==> src/rtl/fifo_wr_arbiter_pkg.sv <==
// fifo_wr_arbiter_pkg
//   Shared types and helpers for the FIFO write-port arbiter.
//   - arb_state_e : arbiter FSM state (IDLE / ISSUE / STALL)
//   - N_REQ_DEF   : default number of requesters
//   - RR_MAX      : largest supported requester count (fixed vector width of rr_pick)
//   - rr_pick     : round-robin pick, returns a one-hot vector of the winner
package fifo_wr_arbiter_pkg;

  localparam int          N_REQ_DEF = 4;
  localparam int unsigned RR_MAX    = 8;

  typedef enum logic [1:0] {
    IDLE  = 2'd0,
    ISSUE = 2'd1,
    STALL = 2'd2
  } arb_state_e;

  // Searches req[ptr], req[ptr+1], ... (wrapping at n) and returns the first
  // set position as a one-hot vector; all zeros when nothing is requested.
  // Requires ptr < n <= RR_MAX. Bits at or above n are always zero.
  function automatic logic [RR_MAX-1:0] rr_pick(input logic [RR_MAX-1:0] req,
                                                input logic [2:0]        ptr,
                                                input int unsigned       n);
    logic [RR_MAX-1:0] pick;
    logic              found;
    int unsigned       idx;
    pick  = '0;
    found = 1'b0;
    for (int unsigned i = 0; i < RR_MAX; i++) begin
      idx = 32'(ptr) + i;
      if (idx >= n) idx = idx - n;
      if ((i < n) && !found && req[idx[2:0]]) begin
        pick[idx[2:0]] = 1'b1;
        found          = 1'b1;
      end
    end
    return pick;
  endfunction

endpackage

==> src/rtl/fifo_wr_arbiter_rr_arbiter.sv <==
// rr_arbiter
//   Round-robin pick plus pointer register. Purely combinational pick from
//   the current pointer; the pointer moves to winner+1 only when the caller
//   signals that the pick was actually granted.
// Ports:
//   clk, rst_n : clock, asynchronous active-low reset
//   req        : per-requester request vector
//   advance    : the current pick is granted this cycle
//   gnt_oh     : one-hot pick (zero when req is zero)
//   winner     : binary index of the pick
//   any_req    : at least one request is set
//   ptr        : current round-robin start position
module rr_arbiter
  import fifo_wr_arbiter_pkg::*;
#(
  parameter int N_REQ = N_REQ_DEF,
  parameter int IDX_W = $clog2(N_REQ)
) (
  input  logic             clk,
  input  logic             rst_n,
  input  logic [N_REQ-1:0] req,
  input  logic             advance,
  output logic [N_REQ-1:0] gnt_oh,
  output logic [IDX_W-1:0] winner,
  output logic             any_req,
  output logic [IDX_W-1:0] ptr
);

  logic [RR_MAX-1:0] req_ext;
  logic [RR_MAX-1:0] pick;

  always_comb begin
    req_ext              = '0;
    req_ext[N_REQ-1:0]   = req;
  end

  assign pick    = rr_pick(req_ext, 3'(ptr), N_REQ);
  assign gnt_oh  = pick[N_REQ-1:0];
  assign any_req = |req;

  always_comb begin
    winner = '0;
    for (int i = 0; i < int'(RR_MAX); i++) begin
      if (pick[i]) winner = IDX_W'(i);
    end
  end

  always_ff @(posedge clk or negedge rst_n) begin
    if (!rst_n) begin
      ptr <= '0;
    end else if (advance && any_req) begin
      ptr <= (winner == IDX_W'(N_REQ - 1)) ? '0 : winner + IDX_W'(1);
    end
  end

endmodule

==> src/rtl/fifo_wr_arbiter.sv <==
// fifo_wr_arbiter
//   Shares the FIFO write port between N_REQ producers with round-robin
//   arbitration and full/almostfull backpressure, and routes each FIFO
//   wr_ack / overflow response back to the requester that issued the write.
//
// Handshake: a requester raises req[i] with stable req_data slice i and holds
//   both until it sees gnt[i] high while sampling; gnt is a combinational,
//   one-cycle pulse and the data is captured on that same clock edge. A
//   requester that keeps req high afterwards is simply arbitrated again.
//
// Ports:
//   clk, rst_n          : FIFO write clock, asynchronous active-low reset
//   req, req_data       : producer requests and packed data (slice i = requester i)
//   gnt                 : one-hot grant pulse
//   ack, ovf            : per-requester write acknowledge / overflow pulses
//   err_sticky          : set by any overflow, cleared only by reset
//   wr_cnt              : packed per-requester accepted-write counters
//   fifo_wr_en, fifo_data_in : registered FIFO write port
//   fifo_full, fifo_almostfull, fifo_wr_ack, fifo_overflow : FIFO status
//   state, rr_ptr       : debug view of the FSM state and round-robin pointer
module fifo_wr_arbiter
  import fifo_wr_arbiter_pkg::*;
#(
  parameter int FIFO_WIDTH = 16,
  parameter int N_REQ      = N_REQ_DEF,
  parameter int CNT_W      = 16,
  localparam int IDX_W     = $clog2(N_REQ)
) (
  input  logic                        clk,
  input  logic                        rst_n,
  input  logic [N_REQ-1:0]            req,
  input  logic [N_REQ*FIFO_WIDTH-1:0] req_data,
  output logic [N_REQ-1:0]            gnt,
  output logic [N_REQ-1:0]            ack,
  output logic [N_REQ-1:0]            ovf,
  output logic                        err_sticky,
  output logic [N_REQ*CNT_W-1:0]      wr_cnt,
  output logic                        fifo_wr_en,
  output logic [FIFO_WIDTH-1:0]       fifo_data_in,
  input  logic                        fifo_full,
  input  logic                        fifo_almostfull,
  input  logic                        fifo_wr_ack,
  input  logic                        fifo_overflow,
  output arb_state_e                  state,
  output logic [IDX_W-1:0]            rr_ptr
);

  // Reset asserts asynchronously everywhere but is released to the logic
  // only after two clean clock edges.
  logic [1:0] rst_sync;
  logic       rst_ni;

  always_ff @(posedge clk or negedge rst_n) begin
    if (!rst_n) rst_sync <= 2'b00;
    else        rst_sync <= {rst_sync[0], 1'b1};
  end

  assign rst_ni = rst_sync[1];

  logic [N_REQ-1:0] gnt_oh;
  logic [IDX_W-1:0] winner;
  logic             any_req;
  logic             can_issue;
  logic             issue;

  // Stop when full, and never follow a write with another while only one
  // slot was left: almostfull does not yet reflect the write in flight.
  assign can_issue = !fifo_full && !(fifo_almostfull && fifo_wr_en);
  // Gated by the internal reset so no grant escapes while in reset.
  assign issue     = rst_ni && any_req && can_issue;
  assign gnt       = issue ? gnt_oh : '0;

  rr_arbiter #(
    .N_REQ (N_REQ),
    .IDX_W (IDX_W)
  ) u_rr (
    .clk     (clk),
    .rst_n   (rst_ni),
    .req     (req),
    .advance (issue),
    .gnt_oh  (gnt_oh),
    .winner  (winner),
    .any_req (any_req),
    .ptr     (rr_ptr)
  );

  // Tag pipeline: tag1 travels with fifo_wr_en, tag2/rsp_vld line up with
  // the FIFO response one cycle later.
  logic [IDX_W-1:0] tag1;
  logic [IDX_W-1:0] tag2;
  logic             rsp_vld;

  always_ff @(posedge clk or negedge rst_ni) begin
    if (!rst_ni) begin
      fifo_wr_en   <= 1'b0;
      fifo_data_in <= '0;
      tag1         <= '0;
      tag2         <= '0;
      rsp_vld      <= 1'b0;
      state        <= IDLE;
    end else begin
      fifo_wr_en <= issue;
      if (issue) begin
        fifo_data_in <= req_data[int'(winner)*FIFO_WIDTH +: FIFO_WIDTH];
        tag1         <= winner;
      end
      rsp_vld <= fifo_wr_en;
      tag2    <= tag1;

      case (state)
        IDLE: begin
          if (any_req) state <= can_issue ? ISSUE : STALL;
        end
        ISSUE: begin
          if (!any_req)        state <= IDLE;
          else if (!can_issue) state <= STALL;
        end
        STALL: begin
          if (!any_req)       state <= IDLE;
          else if (can_issue) state <= ISSUE;
        end
        default: state <= IDLE;
      endcase
    end
  end

  // Overflow takes precedence: a write that overflowed is not counted even
  // if wr_ack is also reported.
  always_comb begin
    ack = '0;
    ovf = '0;
    if (rsp_vld) begin
      if (fifo_overflow)    ovf[tag2] = 1'b1;
      else if (fifo_wr_ack) ack[tag2] = 1'b1;
    end
  end

  logic [CNT_W-1:0] cnt_q [N_REQ];

  always_ff @(posedge clk or negedge rst_ni) begin
    if (!rst_ni) begin
      err_sticky <= 1'b0;
      for (int i = 0; i < N_REQ; i++) cnt_q[i] <= '0;
    end else begin
      if (|ovf) err_sticky <= 1'b1;
      if (|ack) cnt_q[tag2] <= cnt_q[tag2] + CNT_W'(1);
    end
  end

  for (genvar g = 0; g < N_REQ; g++) begin : g_cnt
    assign wr_cnt[g*CNT_W +: CNT_W] = cnt_q[g];
  end

endmodule

==> config.mk <==
export PLATFORM = sky130hd
export DESIGN_NAME = fifo_wr_arbiter
export DESIGN_NICKNAME = d
export VERILOG_FILES = /design/src/rtl/fifo_wr_arbiter_pkg.sv /design/src/rtl/fifo_wr_arbiter_rr_arbiter.sv /design/src/rtl/fifo_wr_arbiter.sv
export SDC_FILE = /design/constraint.sdc
export NUM_CORES = 1
export LEC_CHECK = 0
export CORE_ASPECT_RATIO = 0.8
export CORE_MARGIN = 8
export CORE_UTILIZATION = 40
export CTS_CLUSTER_DIAMETER = 30
export CTS_CLUSTER_SIZE = 10
export DETAILED_ROUTE_END_ITERATION = 7
export PLACE_DENSITY = 0.72
export SLEW_MARGIN = 20
export SYNTH_ARGS = -nofsm -noshare
export SYNTH_HDL_FRONTEND = slang
export SYNTH_SLANG_ARGS = --single-unit
==> constraint.sdc <==
create_clock -name clk -period 4.33 [get_ports clk]
set_input_delay 0.866 -clock clk [delete_from_list [all_inputs] [get_ports clk]]
set_output_delay 0.866 -clock clk [all_outputs]
set_load 0.03 [all_outputs]
==> impl_metrics.py <==
metrics = {
    "detailed_routing": {
        "drt_iter0_markers": 218,
        "wire_per_inst_um": 18.5,
        "dr.pass1.iters": 5,
        "vias_per_cell": 5.38,
        "wl_um": 14600,
        "dr_total_vias": 4246,
        "ant_nets": 0,
        "drc": 0,
    },
    "timing": {
        "max_freq_mhz": 238,
        "timing.final.crit_share_pct": 97.2,
        "tns_ns": 0,
        "holdWs_ns": 0.204,
        "finalHoldViolCount": 0,
        "finClkSkew_ns": 0.0108,
        "grt_setup_unrepaired": "false",
        "setup_viol": 0,
        "period_minus_slack_ns": 4.21,
        "slew_violations": 0,
        "max_slew.worst_pin.slew_ns": 0.908,
        "slew_headroom_pct": 39.4,
    },
    "finish": {
        "area_growth_pct": 44.7,
        "drive_gt1_share_pct": 12.1,
        "fill_cells": 1060,
        "fin_nets": 715,
        "num_antenna_cells": 0,
        "post-route-util_pct": 59.0,
    },
    "pwr": {
        "p_seq_share_pct": 28.5,
        "power_density_mw_per_mm2": 712,
        "p_int_mw": 2.91,
        "power.leakage_nw": 3.05,
        "vdd_ir_drop_max_mv": 0.339,
        "p_sw_mw": 2.16,
        "combPwrFrac_pct": 55.7,
        "p_clk_share_pct": 15.9,
        "switching_share_pct": 42.5,
    },
    "worst_setup_path": {
        "critPathTopFamily": "buffers and inverters",
        "end_kind": "primary output",
        "worst_r2r_startpoint": "u_rr.ptr[1]",
        "crit_arrival_ns": 3.34,
        "critPathRequiredTime_ns": 3.46,
        "reg2reg_slack_ns": 1.25,
        "critical_path.most_common_cell": "clkdlybuf4s50_1",
        "critPathLaunchType": "input pin",
        "crit_type": "input pin to primary output",
        "r2r.worst_path.cells": 10,
        "slowest_stage": "clkdlybuf4s50_1",
        "r2r-end": "fifo_data_in[11]",
        "worstPathCellList": "clkdlybuf4s50_1, mux2_4, a22oi_1, nand3_1, a221oi_4, and2_1, clkdlybuf4s50_1",
        "max_stage_delay_ns": 0.68,
        "critical_path.max_fanout": 6,
        "worst-path-buf-inv": 2,
    },
    "logic_synthesis": {
        "postSynth.asyncResetShare_pct": 100,
        "yosys_warnings": 0,
        "yosysMostFrequentCell": "dfrtp_1",
        "synth_area_leaders": "dfrtp_1 (47%), mux4_2 (7.8%), mux2_2 (4.1%)",
        "synth_nets": 542,
        "ys_seq_area_share_pct": 47.3,
        "synthCells": 459,
        "syn_area_mm2": 0.00492,
        "synth_edf_count": 0,
        "synth_cell_types": 53,
        "synth_largest_area_cell": "dfrtp_1",
        "synthFlopType": "dfrtp_1",
        "ys_top_cells_by_count": "dfrtp_1 (93), nand2_1 (49), nor2_1 (40)",
        "ys_ff_latch": 93,
        "yosysTopAreaCellShare_pct": 47.3,
        "syn_avg_cell_area_um2": 10.7,
    },
    "global_route": {
        "antenna_found_initial": 0,
        "track_usage_pct": 18.3,
        "overflow": 0,
        "grt_max_degree": 72,
        "grt_pass1_vias": 4643,
        "grt_pass1_wl_um": 23600,
    },
    "flow_run": {
        "maxCapViolations": 0,
    },
    "clocking": {
        "cts_max_path_buffers": 2,
        "clock_sinks": 93,
        "cts_tree": "done",
        "cts_made_buffers": 9,
        "cts_root_buf": "clkbuf_16",
        "cts_max_level": 3,
        "clk_pin_slew_ns": 0.06,
        "clk_latency_ns": 0.34,
    },
    "die": {
        "coreArea_mm2": 0.0121,
        "initial_utilization_pct": 40.8,
        "fp.dieW_um": 140,
        "std_cell_rows": 36,
        "die-area_mm2": 0.0161,
        "die_y_um": 115,
        "pin_count": 172,
    },
    "place": {
        "place_congestion": 0.842,
        "io_buffers": 171,
        "dpl.hpwl_um": 11300,
    },
    "min_path": {
        "hold_path.class": "flip-flop to async pin",
    },
    "status": {
        "run_status": "finished clean",
    },
}
==> state kept, by name, indices dropped and copies added (netlist names), 2 cells and up <==
name	cells
state	2
rst_sync	2
u_rr.ptr	2
fifo_data_in	16
wr_cnt	64
tag1	2
tag2	2
==> worst max-delay path by stage <==
stage                 from      to  slack (ns)  depth (start not counted)
2_1_floorplan  rst_sync[1]  gnt[0]        0.65                          4
3_3_place_gp        req[1]  gnt[3]        0.17                          7
3_5_place_dp        req[1]  gnt[3]        0.15                          7
4_1_cts             req[2]  gnt[1]        0.14                          7
5_1_grt             req[3]  gnt[1]        0.02                          7
6_report            req[3]  gnt[1]        0.12                          7
==> layer usage <==
metal  track usage [%]  vias to the layer above  routed length [um]  share of wire [%]
li1                  -                     1986                   -                  -
met1              20.4                     2071                5900                 40
met2              31.9                      177                7160                 49
met3              6.93                       12                1370                9.4
met4              5.84                        0                 183                1.3
met5                 0                        -                   0                  0
==> power by group through the flow <==
| stage | Combinational [mW] | Clock, mW | Sequential, mW |
|---|---|---|---|
| finish | 2.82 | 0.804 | 1.44 |
| global route | 3.01 | 0.857 | 1.49 |
| CTS | 2.84 | 0.818 | 1.45 |
| detailed placement | 2.83 | 0 | 1.46 |
| global placement | 2.77 | 0 | 1.45 |
| floorplan | 1.35 | 0 | 1.93 |
==> logic make-up (layout without fill, tap and decap cells) <==
logic type | Yosys count | count (layout) | synth area share (%)
AND/OR/NAND/NOR | 133 | 133 | 12.2
AO/OA/AOI/OAI | 105 | 105 | 14.4
buffers and inverters | 49 | 227 | 4.86
XOR/XNOR | 14 | 14 | 2.49
flip-flops | 93 | 93 | 47.3
other | 1 | 1 | 0.0762
multiplexers | 55 | 55 | 16.4
adder cells (fa/ha/maj) | 9 | 9 | 2.29
==> cells in the final DEF, fill, tap and decap left out, types with 2 or more instances in the layout <==
cell / instances
clkdlybuf4s50_1: 169
dfrtp_1: 92
nand2_1: 49
nor2_1: 39
a21oi_1: 30
o21ai_0: 27
inv_1: 23
mux2_2: 18
mux4_2: 17
mux2i_1: 17
buf_4: 17
a221o_1: 16
o22ai_1: 15
nand3_1: 14
xnor2_1: 10
ha_1: 9
clkbuf_16: 9
and3_1: 5
nor3_1: 4
and2_1: 4
xor2_1: 4
nand2b_1: 3
nor2b_1: 3
o21a_1: 3
nor3_2: 2
nor3b_1: 2
o21ai_1: 2
a211oi_1: 2
clkbuf_8: 2
clkbuf_1: 2
==> stage by stage <==
step                      setup slack (ns)  cell area [um^2]  power [mW]  cells
after floorplan                      0.654              4920        3.28    459
after global placement               0.171              6810        4.21    773
after detailed placement             0.154              6810        4.29    773
after CTS                            0.143              7120        5.11    789
after global routing                0.0192              7120        5.36    789
final                                0.120              7120        5.07    789
==> area by class of cell <==
cell class	count	area [um^2]	area share (%)
clock buffers	13	260	3.65
repair buffers	187	1830	25.7
multi-input cells	317	2370	33.3
clock inverters	3	43.8	0.615
inverters	24	90.1	1.27
flip-flops and latches	93	2330	32.7
well taps	152	190	2.67
==> timing repair <==
| item | in CTS | in global routing |
|---|---|---|
| buffers inserted | 0 | 0 |
| endpoints found under the setup margin | 0 | 1 |
| hold buffers | 0 | 0 |
| endpoints found under the hold margin | 0 | 0 |
| gates resized for setup | 0 | 1 |
(Power assumes the default switching activity.)
